$ cat src/rtl/i2c_arbiter.sv
// Round-robin arbiter that shares one I2C master between NUM_REQ requesters.
// It forwards each requester's command and data to the master and reports done/err with a hang timeout.
module i2c_arbiter #(
  parameter int unsigned NUM_REQ     = 2,
  parameter int unsigned TIMEOUT_CYC = 4096
) (
  input  logic                 clk,
  input  logic                 resetN,
  input  logic [NUM_REQ-1:0]   req_valid,
  output logic [NUM_REQ-1:0]   req_ready,
  input  logic [7*NUM_REQ-1:0] req_addr,
  input  logic [NUM_REQ-1:0]   req_rw,
  input  logic [4*NUM_REQ-1:0] req_nbyte,
  input  logic [8*NUM_REQ-1:0] wr_data,
  output logic [NUM_REQ-1:0]   wr_ack,
  output logic [7:0]           rd_data,
  output logic [NUM_REQ-1:0]   rd_valid,
  output logic [NUM_REQ-1:0]   done,
  output logic [NUM_REQ-1:0]   err,
  output logic                 mst_en,
  output logic [6:0]           mst_address,
  output logic                 mst_rw,
  output logic [3:0]           mst_n_byte,
  output logic [7:0]           mst_data_in,
  input  logic                 mst_byte_req,
  input  logic [7:0]           mst_data_out,
  input  logic                 mst_rd_valid,
  input  logic                 mst_done,
  input  logic                 mst_nack
);

  localparam int unsigned OW = (NUM_REQ > 1) ? $clog2(NUM_REQ) : 1;
  localparam int unsigned TW = $clog2(TIMEOUT_CYC + 1);

  typedef enum logic [1:0] {StIdle, StGrant, StRun, StFinish} state_e;

  state_e               state_q, state_d;
  logic [OW-1:0]        owner_q, owner_d;
  logic [OW-1:0]        rr_q, rr_d;
  logic [6:0]           addr_q, addr_d;
  logic                 rw_q, rw_d;
  logic [3:0]           nbyte_q, nbyte_d;
  logic [7:0]           din_q, din_d;
  logic                 en_q, en_d;
  logic [3:0]           cnt_q, cnt_d;
  logic [TW-1:0]        to_q, to_d;
  logic                 ld_q, ld_d;
  logic [NUM_REQ-1:0]   ready_q, ready_d;
  logic [NUM_REQ-1:0]   wack_q, wack_d;
  logic [NUM_REQ-1:0]   rdv_q, rdv_d;
  logic [NUM_REQ-1:0]   done_q, done_d;
  logic [NUM_REQ-1:0]   err_q, err_d;
  logic [7:0]           rdata_q, rdata_d;

  logic [6:0]           addr_a  [NUM_REQ];
  logic [3:0]           nbyte_a [NUM_REQ];
  logic [7:0]           wr_a    [NUM_REQ];
  logic [NUM_REQ-1:0]   pending;
  logic                 grant_found;
  logic [OW-1:0]        grant_idx;
  logic [OW-1:0]        cand;
  logic                 cnt_inc;
  logic [3:0]           cnt_nxt;
  logic [NUM_REQ-1:0]   own_oh;

  function automatic logic [NUM_REQ-1:0] onehot(input logic [OW-1:0] i);
    logic [NUM_REQ-1:0] v;
    v    = '0;
    v[i] = 1'b1;
    return v;
  endfunction

  function automatic logic [OW-1:0] next_ptr(input logic [OW-1:0] i);
    return (i == OW'(NUM_REQ - 1)) ? '0 : i + 1'b1;
  endfunction

  always_comb begin
    for (int i = 0; i < NUM_REQ; i++) begin
      addr_a[i]  = req_addr[i*7 +: 7];
      nbyte_a[i] = req_nbyte[i*4 +: 4];
      wr_a[i]    = wr_data[i*8 +: 8];
    end
  end

  // A requester just handed req_ready may still hold req_valid for this cycle; skip it.
  assign pending = req_valid & ~ready_q;

  always_comb begin
    grant_found = 1'b0;
    grant_idx   = '0;
    cand        = '0;
    for (int k = 0; k < NUM_REQ; k++) begin
      cand = OW'((int'(rr_q) + k) % NUM_REQ);
      if (!grant_found && pending[cand]) begin
        grant_found = 1'b1;
        grant_idx   = cand;
      end
    end
  end

  always_comb begin
    state_d = state_q;
    owner_d = owner_q;
    rr_d    = rr_q;
    addr_d  = addr_q;
    rw_d    = rw_q;
    nbyte_d = nbyte_q;
    din_d   = din_q;
    en_d    = en_q;
    cnt_d   = cnt_q;
    to_d    = to_q;
    ld_d    = |wack_q;
    ready_d = '0;
    wack_d  = '0;
    rdv_d   = '0;
    done_d  = '0;
    err_d   = '0;
    rdata_d = rdata_q;
    cnt_inc = 1'b0;
    cnt_nxt = cnt_q;
    own_oh  = onehot(owner_q);

    unique case (state_q)
      StIdle: begin
        if (grant_found) begin
          owner_d = grant_idx;
          addr_d  = addr_a[grant_idx];
          rw_d    = req_rw[grant_idx];
          nbyte_d = nbyte_a[grant_idx];
          din_d   = wr_a[grant_idx];
          ready_d = onehot(grant_idx);
          if (nbyte_a[grant_idx] == 4'd0) begin
            done_d = onehot(grant_idx);
            err_d  = onehot(grant_idx);
            rr_d   = next_ptr(grant_idx);
          end else begin
            state_d = StGrant;
          end
        end
      end
      StGrant: begin
        en_d    = 1'b1;
        cnt_d   = '0;
        to_d    = '0;
        state_d = StRun;
      end
      StRun: begin
        if (!rw_q && mst_byte_req) begin
          cnt_inc = 1'b1;
          if (cnt_q < nbyte_q) wack_d = own_oh;
        end
        if (rw_q && mst_rd_valid) begin
          cnt_inc = 1'b1;
          rdata_d = mst_data_out;
          rdv_d   = own_oh;
        end
        if (cnt_inc && cnt_q != 4'hF) cnt_nxt = cnt_q + 4'd1;
        cnt_d = cnt_nxt;
        // Requester presents its next byte the cycle after wr_ack; pick it up then.
        if (ld_q) din_d = wr_a[owner_q];
        if (mst_byte_req || mst_rd_valid || mst_done) to_d = '0;
        else                                         to_d = to_q + TW'(1);
        if (mst_done) begin
          en_d    = 1'b0;
          done_d  = own_oh;
          err_d   = (mst_nack || cnt_nxt != nbyte_q) ? own_oh : '0;
          state_d = StFinish;
        end else if (to_q == TW'(TIMEOUT_CYC - 1)) begin
          en_d    = 1'b0;
          done_d  = own_oh;
          err_d   = own_oh;
          state_d = StFinish;
        end
      end
      StFinish: begin
        en_d    = 1'b0;
        rr_d    = next_ptr(owner_q);
        state_d = StIdle;
      end
      default: state_d = StIdle;
    endcase
  end

  always_ff @(posedge clk) begin
    if (!resetN) begin
      state_q <= StIdle;
      owner_q <= '0;
      rr_q    <= '0;
      addr_q  <= '0;
      rw_q    <= 1'b0;
      nbyte_q <= '0;
      din_q   <= '0;
      en_q    <= 1'b0;
      cnt_q   <= '0;
      to_q    <= '0;
      ld_q    <= 1'b0;
      ready_q <= '0;
      wack_q  <= '0;
      rdv_q   <= '0;
      done_q  <= '0;
      err_q   <= '0;
      rdata_q <= '0;
    end else begin
      state_q <= state_d;
      owner_q <= owner_d;
      rr_q    <= rr_d;
      addr_q  <= addr_d;
      rw_q    <= rw_d;
      nbyte_q <= nbyte_d;
      din_q   <= din_d;
      en_q    <= en_d;
      cnt_q   <= cnt_d;
      to_q    <= to_d;
      ld_q    <= ld_d;
      ready_q <= ready_d;
      wack_q  <= wack_d;
      rdv_q   <= rdv_d;
      done_q  <= done_d;
      err_q   <= err_d;
      rdata_q <= rdata_d;
    end
  end

  assign req_ready   = ready_q;
  assign wr_ack      = wack_q;
  assign rd_valid    = rdv_q;
  assign rd_data     = rdata_q;
  assign done        = done_q;
  assign err         = err_q;
  assign mst_en      = en_q;
  assign mst_address = addr_q;
  assign mst_rw      = rw_q;
  assign mst_n_byte  = nbyte_q;
  assign mst_data_in = din_q;

endmodule
$ cat config.mk
export PLATFORM = sky130hd
export DESIGN_NAME = i2c_arbiter
export DESIGN_NICKNAME = d
export VERILOG_FILES = /design/src/rtl/i2c_arbiter.sv
export SDC_FILE = /design/constraint.sdc
export NUM_CORES = 1
export LEC_CHECK = 0
export CORE_MARGIN = 4
export CORE_UTILIZATION = 46
export DETAILED_ROUTE_END_ITERATION = 8
export PLACE_DENSITY = 0.78
export SLEW_MARGIN = 10
export SYNTH_ARGS = -nofsm -noshare
export SYNTH_HDL_FRONTEND = slang
export SYNTH_SLANG_ARGS = --single-unit
$ cat constraint.sdc
create_clock -name clk -period 2.3 [get_ports clk]
set_input_delay 0.23 -clock clk [delete_from_list [all_inputs] [get_ports clk]]
set_output_delay 0.23 -clock clk [all_outputs]
set_load 0.1 [all_outputs]
==> flow_metrics.py <==
metrics = {
    "setup_path": {
        "path_delay_family": "compound AO/OA/AOI/OAI gates",
        "crit_chain": "inv_1 -> ha_1 -> inv_1 -> o41ai_1 -> nand2_1 -> a21oi_1",
        "end_kind": "flip-flop",
        "rrSetupSlack_ps": 430,
        "critPathRequiredTime_ps": 2570,
        "arrival_ps": 2140,
        "cpMostUsedCell": "inv_1",
        "critPathSlowestCell": "ha_1",
        "critPathMaxFanout": 13,
        "slowest_delay_ps": 420,
        "critPathKind": "flip-flop to flip-flop",
        "crit_buf_inv": 2,
        "crit_path_start_kind": "flip-flop",
    },
    "grt": {
        "grt_max_degree": 27,
        "grt_pass1_vias": 2726,
        "overflow": 0,
        "track_usage_pct": 20.6,
        "antenna_found_initial": 0,
        "grt_first_pass_wirelength_um": 12500,
    },
    "finish": {
        "drive_gt1_share_pct": 17.2,
        "n_antenna_cell": 0,
        "fin_util_pct": 64.2,
        "area_delta_synth_final_pct": 36.4,
        "nNetsFinal": 508,
        "final_common_cell": "dfxtp_1",
        "nFillCells": 528,
        "stdcell_count": 524,
        "final_cell_mix": "dfxtp_1 (60), nand2_1 (55), clkdlybuf4s50_1 (55)",
    },
    "timing": {
        "hold_viol_final": 0,
        "tns_ps": 0,
        "fin_skew_ps": 7.82,
        "post-route-min-period_ps": 1870,
        "tightest_slew_ps": 628,
        "rsz0062_at_grt": "false",
        "drv_slew": 0,
        "slew_headroom_pct": 58.1,
        "whs_ps": 424,
        "max_freq_ghz": 0.535,
        "period_share_pct": 81.3,
        "setup_violations": 0,
    },
    "detailed_routing": {
        "antenna_left": 0,
        "post_drt_wl_per_cell_um": 14.6,
        "finalWirelength_um": 7660,
        "vias": 2770,
        "drt_iter0_markers": 141,
        "viasPerCell": 5.29,
        "drtPass1Iterations": 5,
        "drc": 0,
    },
    "power": {
        "peakVddDrop_mv": 0.980,
        "p_total_mw": 4.94,
        "power_density_nw_per_um2": 1220,
        "leakage_nw": 1.60,
    },
    "clock_network": {
        "root_buffer": "clkbuf_8",
        "clock_latency_ps": 350,
        "max-clock-path-buffers": 2,
        "cts_setup_buffers": 0,
        "ctsResizeCount": 0,
        "cts.sinks": 61,
        "clk_pin_slew_worst_paths_ps": 70,
        "hold_buffers": 0,
        "cts_inserted_buffers": 9,
        "cts_tree": "built",
        "htree_levels": 3,
    },
    "worst_hold_path": {
        "worst_hold_path_type": "input port to flip-flop",
    },
    "die": {
        "fp.dieW_um": 88.4,
        "die-area_um2": 7810,
        "core_um2": 6310,
        "dieHeight_um": 88.4,
        "num_rows": 29,
        "start_util_pct": 47.1,
        "io_pins": 95,
    },
    "synth": {
        "synth.area.top_cells": "dfxtp_1 (41%), nand2_1 (6.9%), nor2_1 (5.7%), mux2i_1 (4.4%), ha_1 (3.8%)",
        "synth_top_cell_by_area": "dfxtp_1",
        "ys_seq_area_share_pct": 41.1,
        "avgSynthCellArea_um2": 8.66,
        "synth_top_cell_area_share_pct": 41.1,
        "synth_edf_count": 0,
        "syn_inst": 343,
        "ys_warn_count": 0,
        "synth_ff_type": "dfxtp_1",
        "synth-seq-cells": 61,
        "async_flop_share_pct": 0,
        "syn-cell-area_um2": 2970,
        "syn_nets": 408,
        "ys_types": 58,
    },
    "job": {
        "cap_violations": 0,
    },
    "place": {
        "dp.cells": 509,
        "hpwl_um": 5780,
        "gp_congestion": 0.839,
        "io_buffers": 94,
    },
    "status": {
        "status": "finished clean",
    },
}
## cells in the mapped netlist (3+ instances only)
| library cell | n |
|---|---|
| mux2i_1 | 13 |
| nor2b_1 | 7 |
| a211oi_1 | 11 |
| buf_2 | 4 |
| nand4_1 | 6 |
| and3_1 | 4 |
| nand3b_1 | 3 |
| a311oi_1 | 12 |
| ha_1 | 9 |
| nand2b_1 | 4 |
| inv_1 | 9 |
| o21ai_0 | 5 |
| a21oi_1 | 16 |
| nor2_1 | 45 |
| dfxtp_1 | 61 |
| nand2_1 | 55 |
| nor3_1 | 4 |
| xor2_1 | 8 |
| nand3_1 | 8 |
| clkbuf_1 | 5 |
| a21o_1 | 3 |
| xnor2_1 | 6 |
## flip-flops by register name (all words and copies together), names as in the netlist, 4 cells and up
register     cells
mst_n_byte       4
to_q            13
cnt_q            4
mst_address      7
rd_data          8
mst_data_in      8
## layer usage
metal  GRT usage, %  vias up  share of wire (%)
li1               -     1406                  -
met5              0        -                  0
met3           7.36       10                8.2
met4           7.42        0                1.4
met1           24.8     1265                 43
met2           33.9       89                 47
## worst register-to-register path: stages (launching register included)
cell	delay, ps
dfxtp_1	310
inv_1	110
ha_1	420
inv_1	130
o41ai_1	270
nand2_1	330
a21oi_1	220
## worst paths after layout
kind | to | cells past startpoint | from
setup reg to reg | to_q[12]$_SDFFE_PN0P_ | 6 | state_q[0]$_SDFFE_PN0P_
setup / recovery | to_q[12]$_SDFFE_PN0P_ | 6 | state_q[0]$_SDFFE_PN0P_
hold reg to reg | rd_data[5]$_SDFFE_PN0P_ | 2 | rd_data[5]$_SDFFE_PN0P_
hold / removal | rd_data[2]$_SDFFE_PN0P_ | 3 | mst_data_out[2]
## kinds of logic after synthesis
logic type	synth area share, %
xor gates and xnor gates	4.13
AOI/OAI and AO/OA	16.6
adders and majority gates	3.79
DFF	41.1
muxes	4.84
and+or+nand+nor	24.4
buffers and inverters	5.14
## layout make-up
cell class | instances | area, um2 | share of cell area (%)
sequential | 61 | 1220 | 30.2
inverter | 9 | 33.8 | 0.833
multi-input combinational | 257 | 1600 | 39.4
clock inverter | 1 | 5.00 | 0.123
timing repair buffer | 105 | 926 | 22.8
clock buffer | 14 | 173 | 4.26
tap | 77 | 96.3 | 2.38
## through the flow
step | setup slack, ps | area, um2
floorplan | 93.7 | 2970
global placement | 350 | 3880
detailed placement | 279 | 3880
CTS | 392 | 4050
global route | 231 | 4050
finish | 431 | 4050
## where the power goes
group,switching (mW),leakage (nW),internal (mW)
Sequential,0.155,0.498,1.26
Clock,0.406,0.0926,0.473
Combinational,1.91,1.01,0.734
Total,2.47,1.60,2.46
No activity file was read; power rests on OpenSTA's default activity.
